File: src/rtl/regfile_access_ctrl_if.sv
// Register-file access bus: core/host write requests, read port 1, RF write port and dump stream.
// The slave modport is the controller's view; master is the surrounding core/host/register-file side.
interface regfile_access_ctrl_if;
   logic        core_wvalid;
   logic [4:0]  core_waddr;
   logic [31:0] core_wdata;
   logic        core_wready;
   logic        host_wvalid;
   logic [4:0]  host_waddr;
   logic [31:0] host_wdata;
   logic        host_wready;
   logic [4:0]  core_ra1;
   logic        core_stall;
   logic        rf_we;
   logic [4:0]  rf_a3;
   logic [31:0] rf_wd;
   logic [4:0]  rf_a1;
   logic [31:0] rf_rd1;
   logic        dump_start;
   logic        dump_busy;
   logic        dump_valid;
   logic [4:0]  dump_idx;
   logic [31:0] dump_data;
   logic        dump_ready;

   modport slave (
      input  core_wvalid, core_waddr, core_wdata, host_wvalid, host_waddr, host_wdata,
      input  core_ra1, rf_rd1, dump_start, dump_ready,
      output core_wready, host_wready, core_stall, rf_we, rf_a3, rf_wd, rf_a1,
      output dump_busy, dump_valid, dump_idx, dump_data
   );

   modport master (
      output core_wvalid, core_waddr, core_wdata, host_wvalid, host_waddr, host_wdata,
      output core_ra1, rf_rd1, dump_start, dump_ready,
      input  core_wready, host_wready, core_stall, rf_we, rf_a3, rf_wd, rf_a1,
      input  dump_busy, dump_valid, dump_idx, dump_data
   );
endinterface

File: src/rtl/regfile_access_ctrl.sv
// Round-robin arbiter for the RF write port (combinational, same-cycle commit) plus a x0..x31 dump sequencer
// on read port 1: one beat per LOAD/HOLD pair, beat held while dump_ready is low, writes blocked during a dump.
module regfile_access_ctrl (
   input  logic                        i_clk,
   input  logic                        i_rst_n,
   regfile_access_ctrl_if.slave        io_bus
);

   typedef enum logic [1:0] {IDLE, LOAD, HOLD} state_t;

   localparam logic GNT_CORE = 1'b0;
   localparam logic GNT_HOST = 1'b1;

   state_t      r_state;
   logic [4:0]  r_idx;
   logic        r_last_grant;
   logic        r_dump_valid;
   logic        r_dump_busy;
   logic [4:0]  r_dump_idx;
   logic [31:0] r_dump_data;

   logic        w_idle;
   logic        w_core_hs;
   logic        w_host_hs;
   logic [4:0]  w_a3;

   assign w_idle = (r_state == IDLE);

   // Both readies already include valid, so ready doubles as the handshake strobe.
   assign w_core_hs = i_rst_n && w_idle && io_bus.core_wvalid &&
                      (!io_bus.host_wvalid || (r_last_grant == GNT_HOST));
   assign w_host_hs = i_rst_n && w_idle && io_bus.host_wvalid &&
                      (!io_bus.core_wvalid || (r_last_grant == GNT_CORE));

   assign w_a3 = w_host_hs ? io_bus.host_waddr : io_bus.core_waddr;

   assign io_bus.core_wready = w_core_hs;
   assign io_bus.host_wready = w_host_hs;
   assign io_bus.rf_a3       = w_a3;
   assign io_bus.rf_wd       = w_host_hs ? io_bus.host_wdata : io_bus.core_wdata;
   assign io_bus.rf_we       = (w_core_hs || w_host_hs) && (w_a3 != 5'd0);
   assign io_bus.rf_a1       = w_idle ? io_bus.core_ra1 : r_idx;
   assign io_bus.core_stall  = !w_idle;
   assign io_bus.dump_valid  = r_dump_valid;
   assign io_bus.dump_busy   = r_dump_busy;
   assign io_bus.dump_idx    = r_dump_idx;
   assign io_bus.dump_data   = r_dump_data;

   always_ff @(posedge i_clk) begin
      if (!i_rst_n) begin
         r_state      <= IDLE;
         r_idx        <= 5'd0;
         r_last_grant <= GNT_HOST;
         r_dump_valid <= 1'b0;
         r_dump_busy  <= 1'b0;
         r_dump_idx   <= 5'd0;
         r_dump_data  <= 32'd0;
      end else begin
         if (w_core_hs) begin
            r_last_grant <= GNT_CORE;
         end else if (w_host_hs) begin
            r_last_grant <= GNT_HOST;
         end
         case (r_state)
            IDLE: begin
               if (io_bus.dump_start) begin
                  r_state     <= LOAD;
                  r_idx       <= 5'd0;
                  r_dump_busy <= 1'b1;
               end
            end
            LOAD: begin
               r_dump_data  <= io_bus.rf_rd1;
               r_dump_idx   <= r_idx;
               r_dump_valid <= 1'b1;
               r_state      <= HOLD;
            end
            HOLD: begin
               if (io_bus.dump_ready) begin
                  r_dump_valid <= 1'b0;
                  if (r_idx == 5'd31) begin
                     r_state     <= IDLE;
                     r_dump_busy <= 1'b0;
                  end else begin
                     r_idx   <= r_idx + 5'd1;
                     r_state <= LOAD;
                  end
               end
            end
            default: begin
               r_state <= IDLE;
            end
         endcase
      end
   end

endmodule

File: src/flat_wrapper.sv
// flat-port wrapper written by rule: the top's interface ports become plain ports
module regfile_access_ctrl_flat 
  (i_clk, i_rst_n, io_bus_core_wvalid, io_bus_core_waddr, io_bus_core_wdata, io_bus_host_wvalid, io_bus_host_waddr, io_bus_host_wdata, io_bus_core_ra1, io_bus_rf_rd1, io_bus_dump_start, io_bus_dump_ready, io_bus_core_wready, io_bus_host_wready, io_bus_core_stall, io_bus_rf_we, io_bus_rf_a3, io_bus_rf_wd, io_bus_rf_a1, io_bus_dump_busy, io_bus_dump_valid, io_bus_dump_idx, io_bus_dump_data);
  regfile_access_ctrl_if io_bus_i ();
  input  logic i_clk;
  input  logic i_rst_n;
  input wire logic [$bits(io_bus_i.core_wvalid)-1:0] io_bus_core_wvalid;
  input wire logic [$bits(io_bus_i.core_waddr)-1:0] io_bus_core_waddr;
  input wire logic [$bits(io_bus_i.core_wdata)-1:0] io_bus_core_wdata;
  input wire logic [$bits(io_bus_i.host_wvalid)-1:0] io_bus_host_wvalid;
  input wire logic [$bits(io_bus_i.host_waddr)-1:0] io_bus_host_waddr;
  input wire logic [$bits(io_bus_i.host_wdata)-1:0] io_bus_host_wdata;
  input wire logic [$bits(io_bus_i.core_ra1)-1:0] io_bus_core_ra1;
  input wire logic [$bits(io_bus_i.rf_rd1)-1:0] io_bus_rf_rd1;
  input wire logic [$bits(io_bus_i.dump_start)-1:0] io_bus_dump_start;
  input wire logic [$bits(io_bus_i.dump_ready)-1:0] io_bus_dump_ready;
  output wire logic [$bits(io_bus_i.core_wready)-1:0] io_bus_core_wready;
  output wire logic [$bits(io_bus_i.host_wready)-1:0] io_bus_host_wready;
  output wire logic [$bits(io_bus_i.core_stall)-1:0] io_bus_core_stall;
  output wire logic [$bits(io_bus_i.rf_we)-1:0] io_bus_rf_we;
  output wire logic [$bits(io_bus_i.rf_a3)-1:0] io_bus_rf_a3;
  output wire logic [$bits(io_bus_i.rf_wd)-1:0] io_bus_rf_wd;
  output wire logic [$bits(io_bus_i.rf_a1)-1:0] io_bus_rf_a1;
  output wire logic [$bits(io_bus_i.dump_busy)-1:0] io_bus_dump_busy;
  output wire logic [$bits(io_bus_i.dump_valid)-1:0] io_bus_dump_valid;
  output wire logic [$bits(io_bus_i.dump_idx)-1:0] io_bus_dump_idx;
  output wire logic [$bits(io_bus_i.dump_data)-1:0] io_bus_dump_data;
  assign io_bus_i.core_wvalid = io_bus_core_wvalid;
  assign io_bus_i.core_waddr = io_bus_core_waddr;
  assign io_bus_i.core_wdata = io_bus_core_wdata;
  assign io_bus_i.host_wvalid = io_bus_host_wvalid;
  assign io_bus_i.host_waddr = io_bus_host_waddr;
  assign io_bus_i.host_wdata = io_bus_host_wdata;
  assign io_bus_i.core_ra1 = io_bus_core_ra1;
  assign io_bus_i.rf_rd1 = io_bus_rf_rd1;
  assign io_bus_i.dump_start = io_bus_dump_start;
  assign io_bus_i.dump_ready = io_bus_dump_ready;
  assign io_bus_core_wready = io_bus_i.core_wready;
  assign io_bus_host_wready = io_bus_i.host_wready;
  assign io_bus_core_stall = io_bus_i.core_stall;
  assign io_bus_rf_we = io_bus_i.rf_we;
  assign io_bus_rf_a3 = io_bus_i.rf_a3;
  assign io_bus_rf_wd = io_bus_i.rf_wd;
  assign io_bus_rf_a1 = io_bus_i.rf_a1;
  assign io_bus_dump_busy = io_bus_i.dump_busy;
  assign io_bus_dump_valid = io_bus_i.dump_valid;
  assign io_bus_dump_idx = io_bus_i.dump_idx;
  assign io_bus_dump_data = io_bus_i.dump_data;
  regfile_access_ctrl u_core (.i_clk(i_clk), .i_rst_n(i_rst_n), .io_bus(io_bus_i));
endmodule
File: config.mk
export PLATFORM = sky130hd
export DESIGN_NAME = regfile_access_ctrl_flat
export DESIGN_NICKNAME = d
export VERILOG_FILES = /design/src/rtl/regfile_access_ctrl_if.sv /design/src/rtl/regfile_access_ctrl.sv /design/src/flat_wrapper.sv
export SDC_FILE = /design/constraint.sdc
export NUM_CORES = 1
export LEC_CHECK = 0
export ABC_AREA = 1
export ABC_CLOCK_PERIOD_IN_PS = 2220
export CORE_MARGIN = 2
export CORE_UTILIZATION = 32
export CTS_CLUSTER_SIZE = 16
export DETAILED_ROUTE_END_ITERATION = 7
export PLACE_DENSITY = 0.89
export SLEW_MARGIN = 40
export SYNTH_ARGS = -nofsm -noshare
export SYNTH_HDL_FRONTEND = slang
export SYNTH_SLANG_ARGS = --single-unit
File: constraint.sdc
create_clock -name i_clk -period 2.22 [get_ports i_clk]
set_clock_uncertainty 0.05 [all_clocks]
set_input_delay 0.555 -clock i_clk [delete_from_list [all_inputs] [get_ports i_clk]]
set_output_delay 0.555 -clock i_clk [all_outputs]
set_load 0.005 [all_outputs]
==> results of run 1 <==
-- registers in the layout (all words and copies together), names as in the netlist --
| signal | cells |
|---|---|
| u_core.io_bus.dump_idx | 5 |
| u_core.r_last_grant | 1 |
| u_core.r_state | 2 |
| u_core.io_bus.dump_valid | 1 |
| u_core.r_idx | 5 |
| u_core.io_bus.dump_data | 32 |
| u_core.io_bus.dump_busy | 1 |
-- where the power goes --
group | leakage, nW | switching (W) | total, W | internal [W]
clock network | 0.0467 | 0.000320 | 0.000553 | 0.000234
logic | 1.93 | 0.000384 | 0.000917 | 0.000533
registers | 0.386 | 0.0000384 | 0.000947 | 0.000908
total | 2.37 | 0.000742 | 0.00242 | 0.00168
-- through the flow --
stage | total power [W] | setup WS, ns | std cells | util
after detailed placement | 0.00177 | -0.752 | 673 | 0.634
after floorplan | 0.00120 | 0.325 | 371 | -
after CTS | 0.00237 | -0.0683 | 711 | 0.687
final | 0.00242 | -0.143 | 716 | 0.702
after global placement | 0.00175 | -0.730 | 673 | 0.634
after global routing | 0.00254 | -0.181 | 716 | 0.702
-- kinds of logic (layout without fill, tap and decap cells) --
family / count (synthesis) / in the layout / share of synthesized area
buffers and inverters: 42 / 287 / 0.0779
adder cells (fa/ha/maj): 2 / 2 / 0.0106
AO/OA/AOI/OAI: 61 / 61 / 0.132
AND/OR/NAND/NOR: 219 / 220 / 0.381
flip-flops: 47 / 47 / 0.398
-- metal layers --
metal | vias up | share of wire | GRT usage
met5 | - | 0 | 0
met2 | 223 | 0.49 | 0.502
met1 | 1624 | 0.37 | 0.309
met4 | 0 | 0.048 | 0.119
li1 | 1648 | - | -
met3 | 56 | 0.091 | 0.0830
-- worst paths after layout --
path,start,end,slack (ns)
worst min register to register,u_core.io_bus.dump_valid$_SDFFE_PN0P_,u_core.io_bus.dump_valid$_SDFFE_PN0P_,0.47
worst max-delay path,u_core.r_last_grant$_SDFFE_PN1P_,io_bus_rf_we,-0.14
worst min-delay path,u_core.io_bus.dump_valid$_SDFFE_PN0P_,u_core.io_bus.dump_valid$_SDFFE_PN0P_,0.47
worst max register to register,u_core.r_state[1]$_SDFFE_PN0P_,u_core.r_idx[3]$_SDFFE_PN0P_,0.46
-- what timing repair did --
action / in CTS / in global routing
gates resized for setup: 222 / 45
buffers inserted: 25 / 9
hold buffers: 0 / 0
endpoints found under the setup margin: 46 / 41
gates cloned: 5 / 0
pin swaps: 20 / 22
-- critical path, delay by kind of cell (launching register included) --
| family | cells | cell delay, ns |
|---|---|---|
| AOI/OAI and AO/OA | 1 | 0.13 |
| buffers and inverters | 4 | 0.48 |
| DFF | 1 | 0.37 |
| and+or+nand+nor | 6 | 0.47 |
-- final cells by class --
class,instances,area share
repair buffers,256,0.473
clock buffers,5,0.0136
flip-flops and latches,47,0.187
well taps,99,0.0245
multi-input cells,283,0.277
clock inverters,3,0.00543
inverters,23,0.0190
-- layout by cell type (no fill, tap or decap), types with 5 or more instances in the layout --
master / netlist / layout
clkdlybuf4s50_1: 0 / 151
nand2_1: 124 / 92
nor2_1: 75 / 75
o21ai_0: 45 / 44
dfxtp_1: 47 / 44
buf_2: 6 / 32
buf_4: 1 / 32
nand2_2: 3 / 27
buf_6: 2 / 23
inv_1: 19 / 17
nand2_4: 2 / 9
a21oi_1: 10 / 9
dlygate4sd2_1: 0 / 6
nand3_1: 5 / 5
clkbuf_8: 0 / 5
==> impl_metrics.tcl, run 1 <==
set metrics [dict create \
    status "complete, but fails checks" \
    violations "setup timing" \
    ant_nets 0 \
    worst_path_most_repeated_cell "buf_6" \
    rows 31 \
    coreArea_um2 7210 \
    seq_area_um2 950 \
    whs_ns 0.469 \
    start_util 0.327 \
    min_period_ns 2.36 \
    antenna_found_initial 0 \
    num_vias 3551 \
    end_kind "output pin" \
    yosys.cell_count.top_type "nand2_1" \
    clk_latency_ns 0.30 \
    setup_viol 13 \
    grt_use_total 0.281 \
    drive_gt1_frac 0.259 \
    p_leak_nw 2.37 \
    ys_types 22 \
    portBuffers 201 \
    via_per_inst 4.96 \
    yosys-top-cells-area "dfxtp_1 (40%), nand2_1 (20%), nor2_1 (12%), o21ai_0 (9.5%), inv_1 (3.0%)" \
    hpwlAfterDp_um 7610 \
    yosys.area.top_type_share 0.398 \
    ys_seq_elements 47 \
    numClockSinks 47 \
    ir_drop_mv 0.396 \
    cts_tree "done" \
    cts_root_buffer "clkbuf_8" \
    grt_max_degree 41 \
    overflow 0 \
    slowest_delay_ns 0.37 \
    grt_pass1_vias 3604 \
    dieArea_um2 8090 \
    synth-edff-count 0 \
    drv_cap 0 \
    tns_ns -0.781 \
    min_path_type "reg -> reg" \
    grt_pass1_wl_um 18600 \
    crit_chain "nand2_2 > nand2_4 > buf_6 > nor2_4 > buf_6 > buf_6 > o21ai_4 > nand2_1 > nor2_1 > nor2_1 > buf_2" \
    crit_type "reg -> out" \
    cp.required_ns 1.62 \
    die_y_um 89.9 \
    antenna_cells 0 \
    rsz0062_at_grt "yes" \
    drtIter0Drc 144 \
    async_reset_ff_frac 0 \
    ff2ff_path_depth 11 \
    critical_path_arrival_ns 1.76 \
    syn_nets 490 \
    hold_viol_final 0 \
    clkTransAtPathRegs_ns 0.11 \
    yosys.area.top_type "dfxtp_1" \
    finalInstanceArea_um2 5060 \
    io_pins 202 \
    synth_common_cells "nand2_1 (124), nor2_1 (75), dfxtp_1 (47)" \
    fin_crit_sh 1.06 \
    multiInputGateArea_um2 1400 \
    avgSynthCellArea_um2 6.37 \
    fill_cells 560 \
    numCtsBuffers 5 \
    dpl_cell_area_um2 4570 \
    final_max_slew_viol_count 0 \
    nNetsFinal 735 \
    crit_fanout 4 \
    hold_depth 2 \
    drt_wl_total_um 12200 \
    yosysWarnings 0 \
    clock.fmax_mhz 423 \
    startpoint_type "register" \
    wl_per_cell_um 17.1 \
    firstDrtPassIters 5 \
    slowest_stage "dfxtp_2" \
    ys.flop_type "dfxtp_1" \
    worst_slack_ns -0.143 \
    htree_levels 2 \
    tightest_slew_ns 0.586 \
    synthCells 371 \
    seq_area_frac_synth 0.398 \
    cts_buffer_depth 2 \
    drc 0 \
    place.gp.congestion 0.867 \
    p_per_area_nw_per_um2 477 \
    area_delta_synth_final_pct 114 \
    netlist_area_um2 2360 \
    relSlewSlack 0.609 \
    die_x_um 89.9 \
]
(Power assumes the default switching activity.)
==> run 2: changes to the inputs <==
--- a/config.mk
+++ b/config.mk
@@ -11,7 +11,9 @@
 export CORE_UTILIZATION = 32
 export CTS_CLUSTER_SIZE = 16
 export DETAILED_ROUTE_END_ITERATION = 7
+export MAX_ROUTING_LAYER = met4
 export PLACE_DENSITY = 0.89
+export SKIP_LAST_GASP = 1
 export SLEW_MARGIN = 40
 export SYNTH_ARGS = -nofsm -noshare
 export SYNTH_HDL_FRONTEND = slang
==> impl_metrics.tcl, run 2 (synthesis results as in run 1) <==
set metrics [dict create \
    drc 0 \
    grt_max_degree 41 \
    slowest_delay_ns 0.38 \
    startpoint_type "register" \
    clockPowerShare 0.291 \
    power_frac_seq 0.361 \
    status "complete, but fails checks" \
    area_delta_synth_final_pct 118 \
    numClockSinks 47 \
    cts_tree "done" \
    clkTransAtPathRegs_ns 0.10 \
    finalPower_w 0.00261 \
    slowest_stage "dfxtp_4" \
    p_per_area_nw_per_um2 508 \
    wl_per_cell_um 16.4 \
    pre_cts_ws_ns -0.787 \
    tns_ns -1.90 \
    p_leak_nw 2.44 \
    final_cell_mix "clkdlybuf4s50_1 (153), nand2_1 (97), nor2_1 (75), dfxtp_1 (45), o21ai_0 (44)" \
    fill_cells 530 \
    hold_viol_final 0 \
    combPwrFrac 0.348 \
    final_max_slew_viol_count 0 \
    drv_cap 0 \
    seq_area_um2 948 \
    grt_pass1_vias 3560 \
    clk_latency_ns 0.30 \
    firstDrtPassIters 4 \
    crit_chain "nor2_8 > nand2_8 > buf_6 > nor2_4 > buf_6 > o21ai_4 > buf_4 > buf_6 > inv_2 > clkbuf_2" \
    drtIter0Drc 184 \
    final_util 0.713 \
    p_sw_frac 0.274 \
    cts_buffer_depth 2 \
    final_common_cell "clkdlybuf4s50_1" \
    p_int_w 0.00190 \
    ff2ff_path_depth 10 \
    cts_root_buffer "clkbuf_8" \
    antenna_cells 0 \
    die_y_um 89.9 \
    grt_use_total 0.283 \
    reg2reg_setup_slack_ns 0.55 \
    io_pins 202 \
    antenna_found_initial 0 \
    die_x_um 89.9 \
    worst_slack_ns -0.160 \
    overflow 0 \
    setup_viol 22 \
    drt_wl_total_um 11800 \
    min_path_type "reg -> reg" \
    drive_gt1_frac 0.239 \
    portBuffers 201 \
    min_period_ns 2.38 \
    grt_pass1_wl_um 18100 \
    worst_path_most_repeated_cell "buf_6" \
    fin_cells 717 \
    crit_buf_inv 6 \
    violations "setup timing" \
    ant_nets 0 \
    rsz0062_at_grt "yes" \
    cp.required_ns 1.62 \
    start_util 0.327 \
    relSlewSlack 0.607 \
    crit_fanout 4 \
    cp.depth 10 \
    multiInputGateArea_um2 1400 \
    critical_path_arrival_ns 1.77 \
    tightest_slew_ns 0.588 \
    crit_type "reg -> out" \
    fin_crit_sh 1.07 \
    via_per_inst 4.84 \
    place.gp.congestion 0.874 \
    htree_levels 2 \
    coreArea_um2 7210 \
    nNetsFinal 736 \
    dieArea_um2 8090 \
    clock.fmax_mhz 420 \
    num_vias 3469 \
    dp_cells 673 \
    end_kind "output pin" \
    numCtsBuffers 5 \
    rows 31 \
    largest_register_ff_count 32 \
    ir_drop_mv 0.430 \
    critPathTopFamily "buffers and inverters" \
    hold_depth 2 \
    power.switching_w 0.000716 \
    hpwlAfterDp_um 7570 \
]
run 2: cell types whose count changed in the layout (fill, tap and decap cells not counted), sizes merged:
cell,delta
buf,-14
clkbuf,+7
dlygate4sd2,+4
bufinv,+2
clkdlybuf4s50,+2
clkdlybuf4s15,+1
clkinvlp,-1
dlymetal6s2s,+1
inv,-1
run 2: worst register-to-register path, delay by kind of cell (launching register included):
family | cells | cell delay (ns)
flops | 1 | 0.42
simple gates | 5 | 0.66
compound gates | 1 | 0.13
buf+inv | 4 | 0.35
run 2: timing repair:
action / CTS / global route
hold buffers: 0 / 0
resized for setup: 150 / 83
buffers inserted: 29 / 8
setup endpoints to repair: 46 / 41
pin swaps: 14 / 28
gates cloned: 5 / 0
run 2: area by class of cell:
| class | count | area share |
|---|---|---|
| repair buffers | 257 | 0.474 |
| multi-input cells | 283 | 0.273 |
| flip-flops and latches | 47 | 0.184 |
| well taps | 99 | 0.0241 |
| inverters | 23 | 0.0178 |
| clock inverters | 3 | 0.0139 |
| clock buffers | 5 | 0.0134 |
run 2: worst paths after layout:
check                                       start                              endpoint
max                u_core.r_state[0]$_SDFFE_PN0P_                       io_bus_rf_a3[2]
max reg2reg        u_core.r_state[1]$_SDFFE_PN0P_          u_core.r_idx[3]$_SDFFE_PN0P_
min          u_core.io_bus.dump_busy$_SDFFE_PN0P_  u_core.io_bus.dump_busy$_SDFFE_PN0P_
min reg2reg  u_core.io_bus.dump_busy$_SDFFE_PN0P_  u_core.io_bus.dump_busy$_SDFFE_PN0P_
run 2: power by group through the flow:
stage / clock network [W] / logic [W] / registers, W
after floorplan: 0 / 0.000238 / 0.000963
after global placement: 0 / 0.000791 / 0.000959
after detailed placement: 0 / 0.000805 / 0.000963
after CTS: 0.000777 / 0.000850 / 0.000943
after global routing: 0.000806 / 0.000970 / 0.000952
final: 0.000760 / 0.000908 / 0.000944
run 2: stage by stage:
stage	hold slack, ns	cell area (um2)
final	0.437	5140
after global routing	0.471	5140
after CTS	0.428	5030
after detailed placement	0.415	4570
after global placement	0.411	4570
after floorplan	0.417	2360
run 2: routing by layer:
layer	wire length [um]	global-route usage
met3	991	0.0972
met2	5820	0.481
met5	0	-
met1	4430	0.292
met4	512	0.141
